<file path="src/rtl/pipe_hazard_ctrl_pkg.sv">
// Shared constants for the pipeline hazard controller: MD FSM encodings,
// register-index width and the load-use comparison helper.
package pipe_hazard_ctrl_pkg;

    localparam int unsigned REG_IDX_W = 5;
    localparam int unsigned MD_CNT_W  = 8;

    localparam logic [1:0] MD_IDLE = 2'b00;
    localparam logic [1:0] MD_BUSY = 2'b01;
    localparam logic [1:0] MD_DONE = 2'b10;

    // x0 never carries a dependency, so a load targeting it cannot cause a stall
    function automatic logic load_use_hit(
        input logic                 ex_load,
        input logic [REG_IDX_W-1:0] ex_rd,
        input logic [REG_IDX_W-1:0] rs1,
        input logic [REG_IDX_W-1:0] rs2,
        input logic                 rs1_used,
        input logic                 rs2_used
    );
        return ex_load && (ex_rd != 5'd0) &&
               ((rs1_used && (rs1 == ex_rd)) || (rs2_used && (rs2 == ex_rd)));
    endfunction

endpackage

</file>
<file path="src/rtl/pipe_hazard_ctrl_if.sv">
// Bundle of pipeline status inputs and stage control outputs of the hazard
// controller; master is the pipeline side, slave is the controller.
interface pipe_hazard_ctrl_if #(
    parameter int CNT_W = 32
);
    import pipe_hazard_ctrl_pkg::*;

    logic [REG_IDX_W-1:0] id_rs1;
    logic [REG_IDX_W-1:0] id_rs2;
    logic                 id_rs1_used;
    logic                 id_rs2_used;
    logic [REG_IDX_W-1:0] ex_rd;
    logic                 ex_load;
    logic                 ex_md;
    logic                 ex_redirect;
    logic                 if_ready;
    logic                 mem_req;
    logic                 mem_ready;

    logic                 pc_pause;
    logic                 if_id_pause;
    logic                 if_id_bubble;
    logic                 id_ex_pause;
    logic                 id_ex_bubble;
    logic                 ex_mem_pause;
    logic                 ex_mem_bubble;
    logic                 mem_wb_pause;
    logic                 mem_wb_bubble;
    logic                 md_busy;
    logic [CNT_W-1:0]     stall_cycles;

    modport master (
        output id_rs1, id_rs2, id_rs1_used, id_rs2_used, ex_rd, ex_load, ex_md,
               ex_redirect, if_ready, mem_req, mem_ready,
        input  pc_pause, if_id_pause, if_id_bubble, id_ex_pause, id_ex_bubble,
               ex_mem_pause, ex_mem_bubble, mem_wb_pause, mem_wb_bubble,
               md_busy, stall_cycles
    );

    modport slave (
        input  id_rs1, id_rs2, id_rs1_used, id_rs2_used, ex_rd, ex_load, ex_md,
               ex_redirect, if_ready, mem_req, mem_ready,
        output pc_pause, if_id_pause, if_id_bubble, id_ex_pause, id_ex_bubble,
               ex_mem_pause, ex_mem_bubble, mem_wb_pause, mem_wb_bubble,
               md_busy, stall_cycles
    );

endinterface

</file>
<file path="src/rtl/pipe_hazard_ctrl_md_timer.sv">
// Occupancy timer for iterative mul/div in EX: keeps EX stalled so the op
// spends exactly MD_LATENCY cycles there, then parks in DONE until it leaves.
module pipe_md_timer
    import pipe_hazard_ctrl_pkg::*;
#(
    parameter int unsigned MD_LATENCY = 32
) (
    input  logic clock,
    input  logic reset,
    input  logic ex_md,
    input  logic hold,
    output logic md_stall,
    output logic md_busy
);

    localparam logic [MD_CNT_W-1:0] CNT_LOAD = MD_CNT_W'(MD_LATENCY - 2);

    logic [1:0]          state_r;
    logic [1:0]          state_nxt_s;
    logic [MD_CNT_W-1:0] cnt_r;
    logic [MD_CNT_W-1:0] cnt_nxt_s;

    // Next state; the counter keeps running under hold, only the start and the
    // DONE->IDLE release wait for the memory stall to clear
    always_comb begin
        state_nxt_s = state_r;
        cnt_nxt_s   = cnt_r;
        case (state_r)
            MD_IDLE: begin
                if (ex_md && !hold) begin
                    cnt_nxt_s   = CNT_LOAD;
                    state_nxt_s = (CNT_LOAD == {MD_CNT_W{1'b0}}) ? MD_DONE : MD_BUSY;
                end else begin
                    state_nxt_s = MD_IDLE;
                end
            end
            MD_BUSY: begin
                cnt_nxt_s = cnt_r - MD_CNT_W'(1);
                if (cnt_r == MD_CNT_W'(1)) begin
                    state_nxt_s = MD_DONE;
                end else begin
                    state_nxt_s = MD_BUSY;
                end
            end
            MD_DONE: begin
                if (hold) begin
                    state_nxt_s = MD_DONE;
                end else begin
                    state_nxt_s = MD_IDLE;
                end
            end
            default: begin
                state_nxt_s = MD_IDLE;
                cnt_nxt_s   = {MD_CNT_W{1'b0}};
            end
        endcase
    end

    // State and counter registers
    always_ff @(posedge clock or posedge reset) begin
        if (reset) begin
            state_r <= MD_IDLE;
            cnt_r   <= {MD_CNT_W{1'b0}};
        end else begin
            state_r <= state_nxt_s;
            cnt_r   <= cnt_nxt_s;
        end
    end

    assign md_busy  = (state_r == MD_BUSY);
    assign md_stall = ((state_r == MD_IDLE) && ex_md) || md_busy;

endmodule

</file>
<file path="src/rtl/pipe_hazard_ctrl.sv">
// Central stall/flush controller for the 5-stage pipeline: fixed-priority
// pause/bubble generation, wrong-path fetch tracking and stall-cycle counting.
module pipe_hazard_ctrl
    import pipe_hazard_ctrl_pkg::*;
#(
    parameter int          XLEN       = 32,
    parameter int unsigned MD_LATENCY = 32,
    parameter int          CNT_W      = 32
) (
    input  logic               clock,
    input  logic               reset,
    pipe_hazard_ctrl_if.slave  hz
);

    if ((MD_LATENCY < 2) || (MD_LATENCY > 256) || (XLEN < 1)) begin : g_param_check
        $error("pipe_hazard_ctrl: illegal parameter value");
    end

    logic             mem_stall_s;
    logic             md_stall_s;
    logic             md_busy_s;
    logic             load_use_s;
    logic             fetch_stall_s;
    logic             redirect_win_s;
    logic             drop_nxt_s;
    logic             drop_pending_r;
    logic [CNT_W-1:0] stall_cycles_r;

    pipe_md_timer #(
        .MD_LATENCY (MD_LATENCY)
    ) u_md_timer (
        .clock    (clock),
        .reset    (reset),
        .ex_md    (hz.ex_md),
        .hold     (mem_stall_s),
        .md_stall (md_stall_s),
        .md_busy  (md_busy_s)
    );

    assign mem_stall_s    = hz.mem_req && !hz.mem_ready;
    assign load_use_s     = load_use_hit(hz.ex_load, hz.ex_rd, hz.id_rs1, hz.id_rs2,
                                         hz.id_rs1_used, hz.id_rs2_used);
    assign fetch_stall_s  = !hz.if_ready || drop_pending_r;
    assign redirect_win_s = hz.ex_redirect && !mem_stall_s && !md_stall_s;

    // A response arriving always retires the pending drop; a winning redirect
    // with no response this cycle marks the in-flight fetch as wrong-path
    assign drop_nxt_s = (redirect_win_s && !hz.if_ready) ? 1'b1 :
                        (hz.if_ready ? 1'b0 : drop_pending_r);

    // Fixed-priority pause/bubble mux: mem > mul/div > redirect > load-use > fetch
    always_comb begin
        hz.pc_pause      = 1'b0;
        hz.if_id_pause   = 1'b0;
        hz.if_id_bubble  = 1'b0;
        hz.id_ex_pause   = 1'b0;
        hz.id_ex_bubble  = 1'b0;
        hz.ex_mem_pause  = 1'b0;
        hz.ex_mem_bubble = 1'b0;
        hz.mem_wb_pause  = 1'b0;
        hz.mem_wb_bubble = 1'b0;
        if (reset) begin
            hz.pc_pause      = 1'b1;
            hz.if_id_bubble  = 1'b1;
            hz.id_ex_bubble  = 1'b1;
            hz.ex_mem_bubble = 1'b1;
            hz.mem_wb_bubble = 1'b1;
        end else if (mem_stall_s) begin
            hz.pc_pause      = 1'b1;
            hz.if_id_pause   = 1'b1;
            hz.id_ex_pause   = 1'b1;
            hz.ex_mem_pause  = 1'b1;
            hz.mem_wb_bubble = 1'b1;
        end else if (md_stall_s) begin
            hz.pc_pause      = 1'b1;
            hz.if_id_pause   = 1'b1;
            hz.id_ex_pause   = 1'b1;
            hz.ex_mem_bubble = 1'b1;
        end else if (hz.ex_redirect) begin
            hz.if_id_bubble  = 1'b1;
            hz.id_ex_bubble  = 1'b1;
        end else if (load_use_s) begin
            hz.pc_pause      = 1'b1;
            hz.if_id_pause   = 1'b1;
            hz.id_ex_bubble  = 1'b1;
        end else if (fetch_stall_s) begin
            hz.pc_pause      = 1'b1;
            hz.if_id_bubble  = 1'b1;
        end else begin
            hz.pc_pause      = 1'b0;
        end
    end

    // Wrong-path fetch tracking
    always_ff @(posedge clock or posedge reset) begin
        if (reset) begin
            drop_pending_r <= 1'b0;
        end else begin
            drop_pending_r <= drop_nxt_s;
        end
    end

    // Saturating count of cycles with the PC held
    always_ff @(posedge clock or posedge reset) begin
        if (reset) begin
            stall_cycles_r <= {CNT_W{1'b0}};
        end else if (hz.pc_pause && (stall_cycles_r != {CNT_W{1'b1}})) begin
            stall_cycles_r <= stall_cycles_r + CNT_W'(1);
        end else begin
            stall_cycles_r <= stall_cycles_r;
        end
    end

    assign hz.md_busy      = md_busy_s;
    assign hz.stall_cycles = stall_cycles_r;

endmodule
</file>
<file path="src/flat_wrapper.sv">
// flat-port wrapper written by rule: the top's interface ports become plain ports
module pipe_hazard_ctrl_flat import pipe_hazard_ctrl_pkg::*;
#(
    parameter int          XLEN       = 32,
    parameter int unsigned MD_LATENCY = 32,
    parameter int          CNT_W      = 32
)
  (clock, reset, hz_id_rs1, hz_id_rs2, hz_id_rs1_used, hz_id_rs2_used, hz_ex_rd, hz_ex_load, hz_ex_md, hz_ex_redirect, hz_if_ready, hz_mem_req, hz_mem_ready, hz_pc_pause, hz_if_id_pause, hz_if_id_bubble, hz_id_ex_pause, hz_id_ex_bubble, hz_ex_mem_pause, hz_ex_mem_bubble, hz_mem_wb_pause, hz_mem_wb_bubble, hz_md_busy, hz_stall_cycles);
  pipe_hazard_ctrl_if #(.CNT_W(CNT_W)) hz_i ();
  input  logic clock;
  input  logic reset;
  input wire logic [$bits(hz_i.id_rs1)-1:0] hz_id_rs1;
  input wire logic [$bits(hz_i.id_rs2)-1:0] hz_id_rs2;
  input wire logic [$bits(hz_i.id_rs1_used)-1:0] hz_id_rs1_used;
  input wire logic [$bits(hz_i.id_rs2_used)-1:0] hz_id_rs2_used;
  input wire logic [$bits(hz_i.ex_rd)-1:0] hz_ex_rd;
  input wire logic [$bits(hz_i.ex_load)-1:0] hz_ex_load;
  input wire logic [$bits(hz_i.ex_md)-1:0] hz_ex_md;
  input wire logic [$bits(hz_i.ex_redirect)-1:0] hz_ex_redirect;
  input wire logic [$bits(hz_i.if_ready)-1:0] hz_if_ready;
  input wire logic [$bits(hz_i.mem_req)-1:0] hz_mem_req;
  input wire logic [$bits(hz_i.mem_ready)-1:0] hz_mem_ready;
  output wire logic [$bits(hz_i.pc_pause)-1:0] hz_pc_pause;
  output wire logic [$bits(hz_i.if_id_pause)-1:0] hz_if_id_pause;
  output wire logic [$bits(hz_i.if_id_bubble)-1:0] hz_if_id_bubble;
  output wire logic [$bits(hz_i.id_ex_pause)-1:0] hz_id_ex_pause;
  output wire logic [$bits(hz_i.id_ex_bubble)-1:0] hz_id_ex_bubble;
  output wire logic [$bits(hz_i.ex_mem_pause)-1:0] hz_ex_mem_pause;
  output wire logic [$bits(hz_i.ex_mem_bubble)-1:0] hz_ex_mem_bubble;
  output wire logic [$bits(hz_i.mem_wb_pause)-1:0] hz_mem_wb_pause;
  output wire logic [$bits(hz_i.mem_wb_bubble)-1:0] hz_mem_wb_bubble;
  output wire logic [$bits(hz_i.md_busy)-1:0] hz_md_busy;
  output wire logic [$bits(hz_i.stall_cycles)-1:0] hz_stall_cycles;
  assign hz_i.id_rs1 = hz_id_rs1;
  assign hz_i.id_rs2 = hz_id_rs2;
  assign hz_i.id_rs1_used = hz_id_rs1_used;
  assign hz_i.id_rs2_used = hz_id_rs2_used;
  assign hz_i.ex_rd = hz_ex_rd;
  assign hz_i.ex_load = hz_ex_load;
  assign hz_i.ex_md = hz_ex_md;
  assign hz_i.ex_redirect = hz_ex_redirect;
  assign hz_i.if_ready = hz_if_ready;
  assign hz_i.mem_req = hz_mem_req;
  assign hz_i.mem_ready = hz_mem_ready;
  assign hz_pc_pause = hz_i.pc_pause;
  assign hz_if_id_pause = hz_i.if_id_pause;
  assign hz_if_id_bubble = hz_i.if_id_bubble;
  assign hz_id_ex_pause = hz_i.id_ex_pause;
  assign hz_id_ex_bubble = hz_i.id_ex_bubble;
  assign hz_ex_mem_pause = hz_i.ex_mem_pause;
  assign hz_ex_mem_bubble = hz_i.ex_mem_bubble;
  assign hz_mem_wb_pause = hz_i.mem_wb_pause;
  assign hz_mem_wb_bubble = hz_i.mem_wb_bubble;
  assign hz_md_busy = hz_i.md_busy;
  assign hz_stall_cycles = hz_i.stall_cycles;
  pipe_hazard_ctrl #(.XLEN(XLEN), .MD_LATENCY(MD_LATENCY), .CNT_W(CNT_W)) u_core (.clock(clock), .reset(reset), .hz(hz_i));
endmodule
</file>
<file path="config.mk">
export PLATFORM = sky130hd
export DESIGN_NAME = pipe_hazard_ctrl_flat
export DESIGN_NICKNAME = d
export VERILOG_FILES = /design/src/rtl/pipe_hazard_ctrl_pkg.sv /design/src/rtl/pipe_hazard_ctrl_if.sv /design/src/rtl/pipe_hazard_ctrl_md_timer.sv /design/src/rtl/pipe_hazard_ctrl.sv /design/src/flat_wrapper.sv
export SDC_FILE = /design/constraint.sdc
export NUM_CORES = 1
export LEC_CHECK = 0
export CORE_UTILIZATION = 47
export CTS_CLUSTER_SIZE = 12
export DETAILED_ROUTE_END_ITERATION = 16
export GPL_ROUTABILITY_DRIVEN = 0
export PLACE_DENSITY = 0.79
export RECOVER_POWER = 50
export SLEW_MARGIN = 20
export SYNTH_ARGS = -nofsm -noshare
export SYNTH_HDL_FRONTEND = slang
export SYNTH_SLANG_ARGS = --single-unit
</file>
<file path="constraint.sdc">
create_clock -name clock -period 3.2 [get_ports clock]
set_clock_uncertainty 0.1 [all_clocks]
set_input_delay 0.64 -clock clock [delete_from_list [all_inputs] [get_ports clock]]
set_output_delay 0.64 -clock clock [all_outputs]
set_load 0.01 [all_outputs]
</file>
==> run metrics <==
outcome finished, final reports clean; commonest non-fill, non-tap cell in the layout clkdlybuf4s50_1; antenna violations before repair 0; Avg Inst Size Synth around 9.7 um2; Netlist cell types 36; Synth top area share 0.464; Design Area, Final roughly 3200 um2; Die Ht a little over 70 um; fillcell total ~390; clk buf depth 2; syn nets approximately 270; WHS Path Cells 1; worst setup path startpoint hz_ex_rd[0]; Clk pwr share 0.212; net switching power 589 uW; Critical Path AT 2.45 ns; antenna cells 0; TritonCTS clock tree done; Num CTS Buffers 5; register area share after synthesis 0.464; reg-to-reg endpoint u_core.hz.stall_cycles[1]; Pins Over Slew Limit 0; Initial Util 0.491; PD cells approximately 540 nW/um2; share of post-route cells with drive strength above 1 0.0883; maximum vdd drop 0.000369 V; Critical Path RT approximately 2.5 ns; Rows 25; Total Routed Length between 5000 and 6000 um; Post-DP Area between 3000 and 4000 um2; clk root buf clkbuf_8; Tot GR Track Use 0.208; htree depth 2; Syn Inst Count around 240; first-pass GRT wire length approximately 8500 um; Post-Layout Cell Count about 380; Initial DRT Pass Iterations 4; fin crit share 0.996; final setup violating endpoints 0; CP endpoint kind output pin; MaxCap Viol Count 0; post-placement cell count around 380; die area between 5000 and 6000 um2; critical path type in -> out; Area growth syn-to-layout 38.6%; vias in the first global route 1876; Slew @ Worst Pin 1.37 ns; commonest non-fill, non-tap cells in the layout clkdlybuf4s50_1, dfrtp_1, xnor2_1; Sw Ratio 0.336; top_reg_cell synth dfrtp_1; DRT iter0 DRCs between 100 and 150; setup bufs post-CTS 0; worst hold start u_core.hz.stall_cycles[4]; Mapped Area 2320 um2; yosys warns 0; via count 1976; largest net degree at the start of global routing 29; startpoint types input port; hold endpoint u_core.hz.stall_cycles[4]; #FFs+latches synth 43; ys async rst share 1.00; DRC 0; Comb power frac 0.333; P_int 1160 uW; Pleak about 0.0013 uW; sequential power share 0.455; fmax about 310 MHz; post-route ant nets 0; top cells by area, synth dfrtp_1, xnor2_1, o21ai_0; Clock transition at path regs 0.07 ns; RSZ-0062 raised after global routing yes; final critical-path required period 3.19 ns; r2r worst-path depth 7; Port Buffers 65; io pins 67; Avg WL per Cell ~13 um; Final #Nets ~340; final hold viol count 0; vias per cell about 5; Hold Path Class reg -> reg; R2R Setup Slk 1.08 ns; hpwl dp 3760 um; grt ovf 0; FF-to-FF Start u_core.hz.stall_cycles[13]; Post-synth EDFFs 0; core footprint approximately 4700 um2; TritonCTS Sinks 43; Synth area leader dfrtp_1; Slew headroom 0.0889; crit-path max FO 3; later-pin clock latency in the skew report between 0.2 and 0.3 ns; Die X-Extent approximately 72 um
-- cell families (layout without fill, tap and decap cells) --
family                   count (synthesis)  after routing  synth area share
XOR/XNOR                                41             41             0.155
AO/OA/AOI/OAI                           34             34            0.0853
adder cells (fa/ha/maj)                  3              3            0.0162
multiplexers                             1              1           0.00486
AND/OR/NAND/NOR                        101            101             0.237
other                                    1              1           0.00162
buffers and inverters                   15             93            0.0356
flip-flops                              43             43             0.464
-- cell type report --
cell class / count / area, um2 / area share
Multi-Input combinational cell: 181 / 1180 / 0.367
Timing Repair Buffer: 77 / 744 / 0.232
Clock buffer: 8 / 100 / 0.0312
Tap cell: 67 / 83.8 / 0.0261
Inverter: 8 / 30.0 / 0.00935
Sequential cell: 43 / 1080 / 0.335
-- state kept, by name (all words and copies together), names as in the netlist --
| register | flops |
|---|---|
| u_core.u_md_timer.state_r | 2 |
| u_core.u_md_timer.cnt_r | 8 |
| u_core.drop_pending_r | 1 |
| u_core.hz.stall_cycles | 32 |
-- how the worst max path moves through the flow --
stage	slack, ns	endpoint	cells after the start
2_1_floorplan	0.22	hz_pc_pause	4
3_3_place_gp	-0.16	hz_if_id_bubble	8
6_report	0.01	hz_pc_pause	8
4_1_cts	-0.16	hz_if_id_bubble	8
5_1_grt	-0.07	hz_if_id_pause	9
3_5_place_dp	-0.27	hz_if_id_bubble	8
-- synthesized netlist by cell type, types with 2 or more instances --
| cell type | count |
|---|---|
| a21oi_1 | 7 |
| a31oi_1 | 3 |
| and2_1 | 2 |
| and3_1 | 13 |
| and3_4 | 2 |
| and4_1 | 3 |
| buf_6 | 3 |
| clkbuf_1 | 3 |
| dfrtp_1 | 43 |
| ha_1 | 3 |
| inv_1 | 8 |
| nand2_1 | 20 |
| nand2b_1 | 3 |
| nand3_1 | 16 |
| nand4_1 | 13 |
| nor2_1 | 13 |
| nor2b_1 | 2 |
| nor3_1 | 5 |
| nor4_1 | 3 |
| o21ai_0 | 18 |
| o22ai_1 | 2 |
| xnor2_1 | 36 |
| xor2_1 | 5 |
-- through the flow --
step,total power (uW),worst slack (ns),utilization,hold WS [ns],setup TNS (ns)
after CTS,1770,-0.163,0.679,0.395,-0.163
after global routing,1880,-0.0654,0.680,0.415,-0.122
after global placement,1360,-0.162,0.657,0.372,-0.538
after detailed placement,1390,-0.267,0.657,0.379,-0.912
final,1750,0.0121,0.680,0.388,0
after floorplan,1120,0.225,-,0.342,0
-- power by group through the flow --
stage                     Sequential (uW)  Clock, uW  Combinational [uW]
after floorplan                       786          0                 329
after global placement                796          0                 565
after detailed placement              804          0                 585
after CTS                             796        382                 590
after global routing                  818        407                 651
final                                 796        372                 583
-- what timing repair did --
action                                  CTS  global route
hold buffers                              0             0
pin swaps                                 0             2
endpoints found under the setup margin    4             3
gates resized for setup                   6             4
-- layer usage --
layer / track usage / wire length (um) / vias up
met4: 0.0566 / 48 / 0
met5: 0 / 0 / -
met2: 0.345 / 2510 / 41
met1: 0.279 / 2330 / 949
met3: 0.0417 / 191 / 5
li1: - / - / 981
-- critical path: stages --
cell,delay (ns)
clkdlybuf4s50_1,0.43
or4_4,0.55
o21ai_2,0.19
nor2_1,0.06
nand2_1,0.12
and2_4,0.16
inv_1,0.04
dlygate4sd2_1,0.27
Power figures use the tool's default switching activity.
